--- src/rtl/fetch_pkg.sv ---
// Shared defaults and the fetch queue entry type for the instruction fetch stage.
package fetch_pkg;
  localparam int XLEN_DEF    = 32;
  localparam int ILEN_DEF    = 32;
  localparam int PC_STEP_DEF = 1;
  localparam logic [XLEN_DEF-1:0] RESET_PC_DEF = '0;

  typedef struct packed {
    logic [XLEN_DEF-1:0] pc;
    logic [ILEN_DEF-1:0] instr;
  } fetch_entry_t;
endpackage

--- src/rtl/fetch_queue.sv ---
// Small synchronous FIFO of fetch entries; flush empties it and overrides push/pop.
module fetch_queue
  import fetch_pkg::*;
#(
  parameter type entry_t = fetch_entry_t,
  parameter int  DEPTH   = 4,
  localparam int AW      = $clog2(DEPTH),
  localparam int CW      = AW + 1
) (
  input  logic          clk1,
  input  logic          rst,
  input  logic          flush,
  input  logic          push,
  input  entry_t        push_entry,
  input  logic          pop,
  output entry_t        head_entry,
  output logic          head_valid,
  output logic [CW-1:0] count
);
  logic [AW-1:0] wr_ptr_q, wr_ptr_d;
  logic [AW-1:0] rd_ptr_q, rd_ptr_d;
  logic [CW-1:0] count_q, count_d;
  entry_t        mem_q [DEPTH];
  entry_t        mem_d [DEPTH];

  // DEPTH is a power of two, so pointers wrap by natural overflow.
  always_comb begin
    wr_ptr_d = wr_ptr_q;
    rd_ptr_d = rd_ptr_q;
    count_d  = count_q;
    mem_d    = mem_q;
    if (flush) begin
      wr_ptr_d = '0;
      rd_ptr_d = '0;
      count_d  = '0;
    end else begin
      if (push) begin
        mem_d[wr_ptr_q] = push_entry;
        wr_ptr_d        = wr_ptr_q + 1'b1;
      end
      if (pop) rd_ptr_d = rd_ptr_q + 1'b1;
      count_d = count_q + CW'(push) - CW'(pop);
    end
  end

  always_ff @(posedge clk1 or posedge rst) begin
    if (rst) begin
      wr_ptr_q <= '0;
      rd_ptr_q <= '0;
      count_q  <= '0;
    end else begin
      wr_ptr_q <= wr_ptr_d;
      rd_ptr_q <= rd_ptr_d;
      count_q  <= count_d;
    end
  end

  // Storage needs no reset; occupancy is tracked by count_q.
  always_ff @(posedge clk1) begin
    mem_q <= mem_d;
  end

  assign head_entry = mem_q[rd_ptr_q];
  assign head_valid = (count_q != '0);
  assign count      = count_q;
endmodule

--- src/rtl/fetch_stage_q.sv ---
// Instruction fetch stage: PC register, combinational imem read, fetch queue toward decode.
// Handshake: an entry transfers on a rising edge where out_valid && out_ready; out_valid and the head hold until then.
module fetch_stage_q
  import fetch_pkg::*;
#(
  parameter int  XLEN     = XLEN_DEF,
  parameter int  ILEN     = ILEN_DEF,
  parameter int  FQ_DEPTH = 4,
  parameter int  PC_STEP  = PC_STEP_DEF,
  parameter logic [XLEN-1:0] RESET_PC = XLEN'(RESET_PC_DEF),
  localparam int CW       = $clog2(FQ_DEPTH) + 1
) (
  input  logic            clk1,
  input  logic            rst,
  output logic [XLEN-1:0] imem_addr,
  output logic            imem_en,
  input  logic [ILEN-1:0] imem_rdata,
  input  logic            redirect_valid,
  input  logic [XLEN-1:0] redirect_pc,
  output logic            out_valid,
  input  logic            out_ready,
  output logic [ILEN-1:0] out_instr,
  output logic [XLEN-1:0] out_pc,
  output logic [CW-1:0]   fq_count
);
  typedef struct packed {
    logic [XLEN-1:0] pc;
    logic [ILEN-1:0] instr;
  } stage_entry_t;

  logic [XLEN-1:0] pc_q, pc_d;
  logic            pop, push_ok;
  stage_entry_t    push_entry, head_entry;
  logic [CW-1:0]   count;

  // A full queue still accepts a fetch when the head leaves in the same cycle.
  always_comb begin
    pop        = out_valid && out_ready;
    push_ok    = !rst && !redirect_valid && ((count < CW'(FQ_DEPTH)) || pop);
    push_entry = '{pc: pc_q, instr: imem_rdata};
    pc_d       = pc_q;
    if (redirect_valid)  pc_d = redirect_pc;
    else if (push_ok)    pc_d = pc_q + XLEN'(PC_STEP);
  end

  always_ff @(posedge clk1 or posedge rst) begin
    if (rst) pc_q <= RESET_PC;
    else     pc_q <= pc_d;
  end

  fetch_queue #(
    .entry_t (stage_entry_t),
    .DEPTH   (FQ_DEPTH)
  ) u_fetch_queue (
    .clk1       (clk1),
    .rst        (rst),
    .flush      (redirect_valid),
    .push       (push_ok),
    .push_entry (push_entry),
    .pop        (pop),
    .head_entry (head_entry),
    .head_valid (out_valid),
    .count      (count)
  );

  assign imem_addr = pc_q;
  assign imem_en   = push_ok;
  assign out_pc    = head_entry.pc;
  assign out_instr = head_entry.instr;
  assign fq_count  = count;
endmodule
--- config.mk ---
export PLATFORM = sky130hd
export DESIGN_NAME = fetch_stage_q
export DESIGN_NICKNAME = d
export VERILOG_FILES = /design/src/rtl/fetch_pkg.sv /design/src/rtl/fetch_queue.sv /design/src/rtl/fetch_stage_q.sv
export SDC_FILE = /design/constraint.sdc
export NUM_CORES = 1
export LEC_CHECK = 0
export BUFFER_PORTS_ARGS = -buffer_cell sky130_fd_sc_hd__buf_2
export CAP_MARGIN = 40
export CORE_MARGIN = 2
export CORE_UTILIZATION = 50
export DETAILED_ROUTE_END_ITERATION = 6
export PLACE_DENSITY = 0.71
export SLEW_MARGIN = 20
export SYNTH_ARGS = -nofsm -noshare
export SYNTH_HDL_FRONTEND = slang
export SYNTH_SLANG_ARGS = --single-unit
--- constraint.sdc ---
create_clock -name clk1 -period 6.7 [get_ports clk1]
set_input_delay 1.34 -clock clk1 [delete_from_list [all_inputs] [get_ports clk1]]
set_output_delay 1.34 -clock clk1 [all_outputs]
set_load 0.005 [all_outputs]
==> results of run 1 <==
-- area by class of cell --
| cell class | count | share of cell area (%) |
|---|---|---|
| clock inverters | 17 | 1.12 |
| inverters | 13 | 0.348 |
| multi-input cells | 295 | 20.6 |
| well taps | 313 | 2.80 |
| flip-flops and latches | 295 | 61.9 |
| repair buffers | 180 | 7.52 |
| diodes | 1 | 0.0179 |
| clock buffers | 36 | 5.67 |
-- cells in the mapped netlist, types with 2 or more instances --
library cell,n
ha_1,7
o41ai_1,2
a21oi_1,4
mux4_2,64
or4_1,12
o31a_1,3
a221o_1,2
nand3_1,20
nor2b_1,4
o31ai_1,6
nor2_1,32
a311o_1,2
xnor2_1,7
xor2_1,3
o21ai_0,11
nor3_1,10
and2_1,5
dfrtp_1,39
and3_1,4
buf_1,5
a21bo_2,2
nand4_1,19
and4_1,4
buf_2,6
edfxtp_1,256
nor4_1,6
inv_1,12
clkbuf_1,16
a31o_2,2
or3_1,7
a31oi_1,13
o211ai_1,4
nand2_1,27
-- kinds of logic after synthesis --
family / Yosys count / share of synthesized area (%)
AOI/OAI and AO/OA: 56 / 3.39
DFF: 295 / 74.0
xor gates and xnor gates: 10 / 0.748
and+or+nand+nor: 156 / 7.10
buffers and inverters: 41 / 1.44
adders and majority gates: 8 / 0.919
muxes: 65 / 12.4
-- cell usage in the layout (no fill, tap or decap), types with 5 or more instances in the layout --
cell type  instances
nor4_1             6
o31ai_1            6
or4_1             12
ha_1               7
nand3_1           20
nand4_1           19
nor3_1            10
edfxtp_1         256
mux4_2            64
clkinv_2           7
or3_1              7
clkinv_1           7
clkbuf_16         31
xnor2_1            7
nand2_1           27
buf_12             5
a31oi_1           13
buf_2            168
nor2_1            32
inv_1             12
dfrtp_1           37
o21ai_0           11
clkbuf_1           5
-- worst paths after layout --
| path | start | slack [ns] | endpoint |
|---|---|---|---|
| max reg2reg | u_fetch_queue.count[2]$_DFF_PP0_ | 4.26 | u_fetch_queue.mem_q[207]$_DFFE_PP_ |
| max in group asynchronous | rst | 5.22 | imem_addr[27]$_DFFE_PP0P_ |
| max | redirect_valid | 2.78 | imem_en |
| min in group asynchronous | rst | 0.86 | imem_addr[8]$_DFFE_PP0P_ |
| min reg2reg | imem_addr[30]$_DFFE_PP0P_ | 0.61 | u_fetch_queue.mem_q[190]$_DFFE_PP_ |
| min | imem_addr[30]$_DFFE_PP0P_ | 0.61 | u_fetch_queue.mem_q[190]$_DFFE_PP_ |
-- power by group --
part / internal [mW] / total, mW / switching (mW)
logic: 0.443 / 0.806 / 0.363
registers: 2.12 / 2.24 / 0.123
clock network: 0.952 / 1.60 / 0.647
total: 3.51 / 4.65 / 1.13
-- state kept, by name (all words and copies together), names as in the netlist --
register                cells
u_fetch_queue.mem_q       256
u_fetch_queue.count         3
imem_addr                  32
u_fetch_queue.rd_ptr_q      2
u_fetch_queue.wr_ptr_q      2
-- worst max-delay path, cell delays in order --
cell and delay, ns:
buf_2 0.09, buf_4 0.27, nor3_1 0.63, buf_2 0.23
-- per-layer routing --
layer / vias to the layer above / GRT usage, %
met5: - / 0
met4: 0 / 4.68
met3: 37 / 3.91
met2: 286 / 32.9
met1: 3312 / 27.7
li1: 2958 / -
-- per-stage QoR --
stage / hold WS (ns) / power, mW
3_3_place_gp: 0.567 / 3.05
3_5_place_dp: 0.590 / 3.09
4_1_cts: 0.606 / 4.69
2_1_floorplan: 0.539 / 2.75
5_1_grt: 0.636 / 4.85
6_report: 0.611 / 4.65
==> results.yml, run 1 <==
clock_network:
  hold_buffers: 0
  cts_made_buffers: 30
  ctsResizeCount: 0
  cts_tree: "built"
  numClockSinks: 295
  clockBufferDepth: 3
  postCtsSetupRepairBufs: 0
  htreeDepth: 1
  clkTransAtPathRegs_ns: 0.06
  clk_latency_ns: 0.54
  root_buffer: "clkbuf_16"
timing:
  relSlewSlack_pct: 41.3
  slew_violations: 0
  finalSetupTns_ns: 0
  fmax_mhz: 255
  finalWorstPathRequiredPeriod_ns: 3.92
  hold_viol_final: 0
  rsz0062_at_grt: "false"
  tightestPinTransition_ns: 0.872
  finalCritPeriodShare_pct: 58.5
  layout_setup_ws_ns: 2.78
  skew_ns: 0.0192
  setup_viol: 0
drt:
  wl_met1_um: 10400
  ant_nets: 0
  drc: 0
  dr_wl_met2_um: 11700
  drt-total-wl_um: 24500
  viasPerCell: 5.73
  vias: 6593
  firstDrtPassIters: 5
  topRoutingLayerUsed: "met4"
  routedWlPerCell_um: 21.3
  routed-wl-met3_um: 1960
  drt_iter0_markers: 515
placed_design:
  dp_cells: 1095
  dpl-instance-area_sq_um: 13000
  portBuffers: 168
  gp_congestion: 0.884
  pre_cts_slack_ns: 2.79
  dp_hpwl_um: 15700
floorplan:
  die_area_sq_um: 24700
  die_x_um: 157
  ioPinCount: 169
  std_cell_rows: 55
  initial_core_util_pct: 51.4
  core_area_sq_um: 22800
  die_y_um: 157
min_path:
  hold_depth: 0
  hold_class: "reg2reg"
pwr:
  max-vdd-ir-drop_mv: 0.158
  powerDensity_nw_per_um2: 332
  leakagePower_nw: 4.84
final_layout:
  multi_input_area_sq_um: 2880
  stdcell_count: 1150
  areaGrowthSynthToFinish_pct: 19.6
  fillers: 1625
  final_core_util_pct: 61.5
  nets: 891
  layout-drive-gt1-share_pct: 35.8
  fin_area_sq_um: 14000
  regArea_sq_um: 8670
synth:
  synth_warnings: 0
  synth_edf_count: 256
  avgSynthCellArea_sq_um: 18.6
  ys_ff_latch: 295
  synth_nets: 707
  async_flop_share_pct: 13.2
  synth_top_area_share_pct: 65.7
  synth_cells: 631
  yosys.area.top_type: "edfxtp_1"
  synth.distinct_cells: 48
  yosysSeqAreaShare_pct: 74.0
  netlist_top_cells_area: "edfxtp_1 66%, mux4_2 12%, dfrtp_1 8.3%"
  synth_ff_type: "edfxtp_1"
  syn_area_sq_um: 11700
status:
  outcome: "finished, final reports clean"
global_route:
  antenna_found_initial: 0
  grt_usage_pct: 19.9
  grt_pass1_wl_um: 37500
  grt_overflow: 0
  grt_pass1_vias: 6820
  grt_max_degree: 53
worst_setup_path:
  r2r.worst_path.cells: 4
  crit_fanout: 52
  start_kind: "primary input"
  crit_arrival_ns: 2.58
  endpoint_kind: "output port"
  cp_data_required_time_ns: 5.36
  path_class: "in2out"
flow_run:
  max-cap-violations: 0
Power figures use the tool's default switching activity.
==> inputs of run 2 (changes only) <==
Settings changed: ABC_AREA set to 1, PLACE_DENSITY 0.71 to 0.74.
Clock period 6.7 ns to 3.15 ns, I/O delays scaled along.
==> run 2 against run 1 <==
Compared with the run above:
- routed wire length rose by 19%
- sequential power rose by 120%
- clock skew fell by 0.0092 ns
- synthesized cell count rose by 72%
- critical path depth did not move
- via count rose by 31%
- register-to-register slack got worse by 3.4 ns
- first-iteration DRC count rose by 69%
- non-clock buffer count rose by 7
- utilization fell by 1.7 points
- synthesized area rose by 5.2%
- critical path type is now reg2out
==> results.yml, run 2 <==
synth:
  ys_ff_latch: 295
  synth_top_area_share_pct: 62.4
  netlist_top_cells_area: "edfxtp_1 62%, dfrtp_1 7.9%, o21ai_0 6.1%"
  synthTopCellsByCount: "256 x edfxtp_1, 197 x nand2_1, 185 x nor2_1"
  synth.distinct_cells: 28
  synth_nets: 1159
  yosys.area.top_type: "edfxtp_1"
  synth_edf_count: 256
  async_flop_share_pct: 13.2
  avgSynthCellArea_sq_um: 11.4
  synth_cells: 1083
  syn_area_sq_um: 12300
  yosysMostFrequentCell: "edfxtp_1"
  synth_ff_type: "edfxtp_1"
  synth_warnings: 0
  yosysSeqAreaShare_pct: 70.4
drt:
  drc: 0
  wl_met1_um: 12700
  topRoutingLayerUsed: "met4"
  firstDrtPassIters: 5
  drt_iter0_markers: 869
  routedWlPerCell_um: 18.2
  dr_wl_met2_um: 13900
  vias: 8656
  routed-wl-met3_um: 1920
  ant_nets: 0
  drt-total-wl_um: 29100
  viasPerCell: 5.42
min_path:
  hold_class: "in2reg"
  hold_depth: 1
clock_network:
  root_buffer: "clkbuf_16"
  clockBufferDepth: 3
  clkTransAtPathRegs_ns: 0.06
  htreeDepth: 1
  cts_tree: "built"
  cts_made_buffers: 29
  numClockSinks: 295
  clk_latency_ns: 0.53
  ctsResizeCount: 0
timing:
  setup_viol: 0
  relSlewSlack_pct: 46.0
  layout_setup_ws_ns: 0.141
  fmax_mhz: 332
  tightestPinTransition_ns: 0.810
  rsz0062_at_grt: "false"
  finalWorstPathRequiredPeriod_ns: 3.01
  finalCritPeriodShare_pct: 95.5
  finalSetupTns_ns: 0
  hold_viol_final: 0
  slew_violations: 0
  skew_ns: 0.00997
  whs_ns: 0.316
worst_setup_path:
  endpoint_kind: "output port"
  crit_arrival_ns: 2.38
  start_kind: "flop"
  cp_data_required_time_ns: 2.52
  path_class: "reg2out"
  crit_fanout: 41
  r2r.worst_path.cells: 7
final_layout:
  final_core_util_pct: 59.7
  nets: 1324
  layout-drive-gt1-share_pct: 20.1
  areaGrowthSynthToFinish_pct: 17.6
  final_cell_mix: "256 x edfxtp_1, 197 x nand2_1, 181 x nor2_1, 168 x buf_2, 151 x o21ai_0"
  top_register: "u_fetch_queue.mem_q"
  final_common_cell: "edfxtp_1"
  largest_reg_flops: 256
placed_design:
  gp_congestion: 0.913
  portBuffers: 168
  dp_hpwl_um: 17700
  pre_cts_slack_ns: 0.573
floorplan:
  ioPinCount: 169
  std_cell_rows: 57
  initial_core_util_pct: 50.8
  die_area_sq_um: 25900
  core_area_sq_um: 24200
  die_x_um: 161
  die_y_um: 161
pwr:
  p_total_mw: 10.1
  leakagePower_nw: 5.53
  powerDensity_nw_per_um2: 698
  max-vdd-ir-drop_mv: 0.343
global_route:
  grt_pass1_vias: 8237
  grt_overflow: 0
  antenna_found_initial: 2
  grt_max_degree: 130
  grt_usage_pct: 22.4
  grt_pass1_wl_um: 45300
status:
  outcome: "finished, final reports clean"
flow_run:
  max-cap-violations: 0
==> run 2: cell types whose count changed in the layout (fill, tap and decap cells not counted), sizes merged, moves of 7 or more <==
cell	previous run	this run
nor2	32	199
or3	7	0
nand4	19	1
nand2	27	204
inv	12	66
o21ai	11	152
nor3	10	0
mux4	64	0
xnor2	7	0
or4	12	0
xor2	3	10
a31oi	13	0
o22ai	0	65
==> run 2: worst max-delay path, cell delays in order, from the launching register on <==
cell,delay (ns)
dfrtp_2,0.70
buf_4,0.51
o21ai_0,0.16
o22ai_1,0.28
buf_2,0.17
==> run 2: area by class of cell <==
cell class              instances  area [sq um]
repair buffers                187          1110
fillers                      1988          9760
diodes                          2          5.00
flip-flops and latches        295          8670
inverters                      65           246
multi-input cells             670          3190
clock inverters                19           126
clock buffers                  34           744
well taps                     324           405
==> run 2: worst paths after layout <==
path | startpoint | endpoint | slack (ns)
worst max-delay path | u_fetch_queue.rd_ptr_q[1]$_DFFE_PP0P_ | out_pc[15] | 0.14
worst min-delay path | imem_rdata[26] | u_fetch_queue.mem_q[154]$_DFFE_PP_ | 0.32
worst max register to register | u_fetch_queue.count[2]$_DFF_PP0_ | u_fetch_queue.count[1]$_DFF_PP0_ | 0.88
worst min register to register | imem_addr[31]$_DFFE_PP0P_ | u_fetch_queue.mem_q[191]$_DFFE_PP_ | 0.62
max in group asynchronous | rst | imem_addr[6]$_DFFE_PP0P_ | 2.01
min in group asynchronous | rst | u_fetch_queue.count[0]$_DFF_PP0_ | 0.52
==> run 2: cell families after synthesis <==
logic type	count (synthesis)	share of synthesized area (%)
AND/OR/NAND/NOR	424	13.9
flip-flops	295	70.4
AO/OA/AOI/OAI	228	10.1
buffers and inverters	118	4.02
XOR/XNOR	10	0.711
adder cells (fa/ha/maj)	8	0.874
==> run 2: layer usage <==
metal | GRT usage, % | vias to the layer above
li1 | - | 4099
met1 | 32.2 | 4179
met2 | 36.3 | 333
met3 | 3.46 | 45
met4 | 5.88 | 0
met5 | 0 | -
==> run 2: through the flow <==
stage                     area (sq um)  cells
after CTS                        14500   1592
after floorplan                  12300   1083
after global routing             14500   1596
after global placement           13600   1539
final                            14500   1596
after detailed placement         13600   1539
==> run 2: repair_timing <==
action,in CTS,in global routing
hold endpoints to repair,0,1
hold buffers,0,1
setup buffers,0,0
==> run 2: report_power, final <==
part | leakage, nW | switching [mW] | internal (mW)
registers | 2.80 | 0.278 | 4.58
logic | 2.31 | 1.32 | 0.780
clock network | 0.414 | 1.39 | 1.77
total | 5.53 | 2.99 | 7.13
==> inputs of run 3 (changes only) <==
Settings changed: CORE_UTILIZATION 50 to 52, PLACE_DENSITY 0.74 to 0.76.
==> run 3 against run 2 <==
Compared with the run above:
- maximum frequency up 4.5%
- sequential cell count unchanged
- hold slack worse by 0.16 ns
- critical endpoint is now out_instr[13]
==> results.yml, run 3 (same netlist as run 2, synthesis figures left out) <==
global_route:
  grt_overflow: 0
  grt_usage_pct: 22.4
  antenna_found_initial: 2
  grt_pass1_vias: 8087
  grt_pass1_wl_um: 42700
  grt_max_degree: 130
floorplan:
  core_area_sq_um: 23300
  die_x_um: 158
  die_area_sq_um: 24900
  die_y_um: 158
  initial_core_util_pct: 52.8
  std_cell_rows: 56
  ioPinCount: 169
worst_setup_path:
  cp-startpoint: "u_fetch_queue.rd_ptr_q[0]$_DFFE_PP0P_"
  cp_data_required_time_ns: 2.52
  path_class: "reg2out"
  start_kind: "flop"
  r2r_start: "u_fetch_queue.count[2]$_DFF_PP0_"
  crit_fanout: 58
  endpoint_kind: "output port"
  crit_arrival_ns: 2.25
  r2r.worst_path.cells: 7
pwr:
  p_int_mw: 7.53
  max-vdd-ir-drop_mv: 0.435
  switching_share_pct: 28.2
  powerDensity_nw_per_um2: 717
  comb_power_share_pct: 19.9
  leakagePower_nw: 5.60
  p_seq_share_pct: 46.1
  pwr-share-clk_pct: 34.1
  p_switching_mw: 2.96
drt:
  viasPerCell: 5.41
  vias: 8592
  drt-total-wl_um: 28000
  firstDrtPassIters: 5
  drc: 0
  routedWlPerCell_um: 17.6
  ant_nets: 0
  drt_iter0_markers: 696
timing:
  fmax_mhz: 347
  finalCritPeriodShare_pct: 91.4
  tightestPinTransition_ns: 0.769
  hold_viol_final: 0
  finalWorstPathRequiredPeriod_ns: 2.88
  slew_violations: 0
  setup_viol: 0
  skew_ns: 0.0163
  relSlewSlack_pct: 48.7
  rsz0062_at_grt: "false"
placed_design:
  dpl-instance-area_sq_um: 13600
  dp_hpwl_um: 16800
  dp_cells: 1533
  gp_congestion: 0.915
  portBuffers: 168
clock_network:
  cts_tree: "built"
  postCtsSetupRepairBufs: 0
  root_buffer: "clkbuf_16"
  clockBufferDepth: 3
  clkTransAtPathRegs_ns: 0.06
  hold_buffers: 0
  htreeDepth: 1
  ctsResizeCount: 0
  numClockSinks: 295
  clk_latency_ns: 0.55
  cts_made_buffers: 29
final_layout:
  stdcell_count: 1589
  final_cell_mix: "256 x edfxtp_1, 197 x nand2_1, 181 x nor2_1, 168 x buf_2, 151 x o21ai_0"
  final_common_cell: "edfxtp_1"
  top_register: "u_fetch_queue.mem_q"
  nets: 1322
  fillers: 1812
  largest_reg_flops: 256
  areaGrowthSynthToFinish_pct: 18.7
  layout-drive-gt1-share_pct: 20.6
  fin_area_sq_um: 14600
flow_run:
  max-cap-violations: 0
status:
  outcome: "finished, final reports clean"
min_path:
  hold_class: "in2async"
-- run 3: changes by cell type in the layout (fill, tap and decap cells not counted) --
| cell | before | now |
|---|---|---|
| buf_12 | 9 | 11 |
| buf_4 | 8 | 5 |
| bufinv_16 | 1 | 4 |
| clkbuf_1 | 5 | 8 |
| clkbuf_8 | 0 | 6 |
| clkinv_1 | 10 | 0 |
| clkinv_2 | 2 | 4 |
| clkinv_4 | 2 | 1 |
| clkinvlp_4 | 3 | 1 |
| diode_2 | 2 | 1 |
| dlygate4sd3_1 | 1 | 0 |
-- run 3: worst paths after layout --
kind	endpoint	slack, ns
setup / recovery	out_instr[13]	0.27
hold / removal	imem_addr[16]$_DFFE_PP0P_	0.16
setup reg to reg	u_fetch_queue.count[1]$_DFF_PP0_	0.93
hold reg to reg	u_fetch_queue.mem_q[63]$_DFFE_PP_	0.64
max in group asynchronous	imem_addr[18]$_DFFE_PP0P_	2.70
min in group clk1	u_fetch_queue.mem_q[142]$_DFFE_PP_	0.29
-- run 3: cell type report --
type	instances	area, sq um	area share, %
Clock inverter	11	165	1.13
Antenna cell	1	2.50	0.0171
Inverter	65	246	1.69
Multi-Input combinational cell	670	3190	21.8
Clock buffer	43	838	5.73
Tap cell	319	399	2.73
Timing Repair Buffer	185	1110	7.62
Sequential cell	295	8670	59.3
-- run 3: power groups by stage --
stage               registers [mW]  logic [mW]  clock network, mW
global placement              4.90        2.06                  0
global route                  4.87        2.34               3.78
floorplan                     4.84        1.21                  0
detailed placement            4.91        2.10                  0
finish                        4.83        2.08               3.57
CTS                           4.83        2.11               3.63
-- run 3: routing by layer --
metal	routed length [um]	vias up	share of wire, %	GRT usage (%)
li1	-	4105	-	-
met1	11800	4092	42	29.5
met2	13400	330	48	37.4
met3	1970	65	7.0	3.97
met4	844	0	3.0	8.10
met5	0	-	0	0
-- run 3: per-stage QoR --
| stage | total power [mW] | worst slack [ns] | hold slack [ns] | setup TNS, ns | util, % |
|---|---|---|---|---|---|
| after global placement | 6.95 | 0.673 | 0.615 | 0 | 58.3 |
| after floorplan | 6.05 | -1.08 | 0.539 | -276.66 | - |
| after global routing | 11.0 | 0.150 | 0.161 | 0 | 62.7 |
| final | 10.5 | 0.270 | 0.155 | 0 | 62.7 |
| after detailed placement | 7.01 | 0.642 | 0.619 | 0 | 58.3 |
| after CTS | 10.6 | 0.249 | 0.265 | 0 | 62.6 |
-- run 3: worst max-delay path, cell delays in order (launching register included) --
cell,delay (ns)
dfrtp_4,0.50
inv_4,0.45
buf_12,0.28
o21ai_0,0.11
o22ai_1,0.18
buf_2,0.15
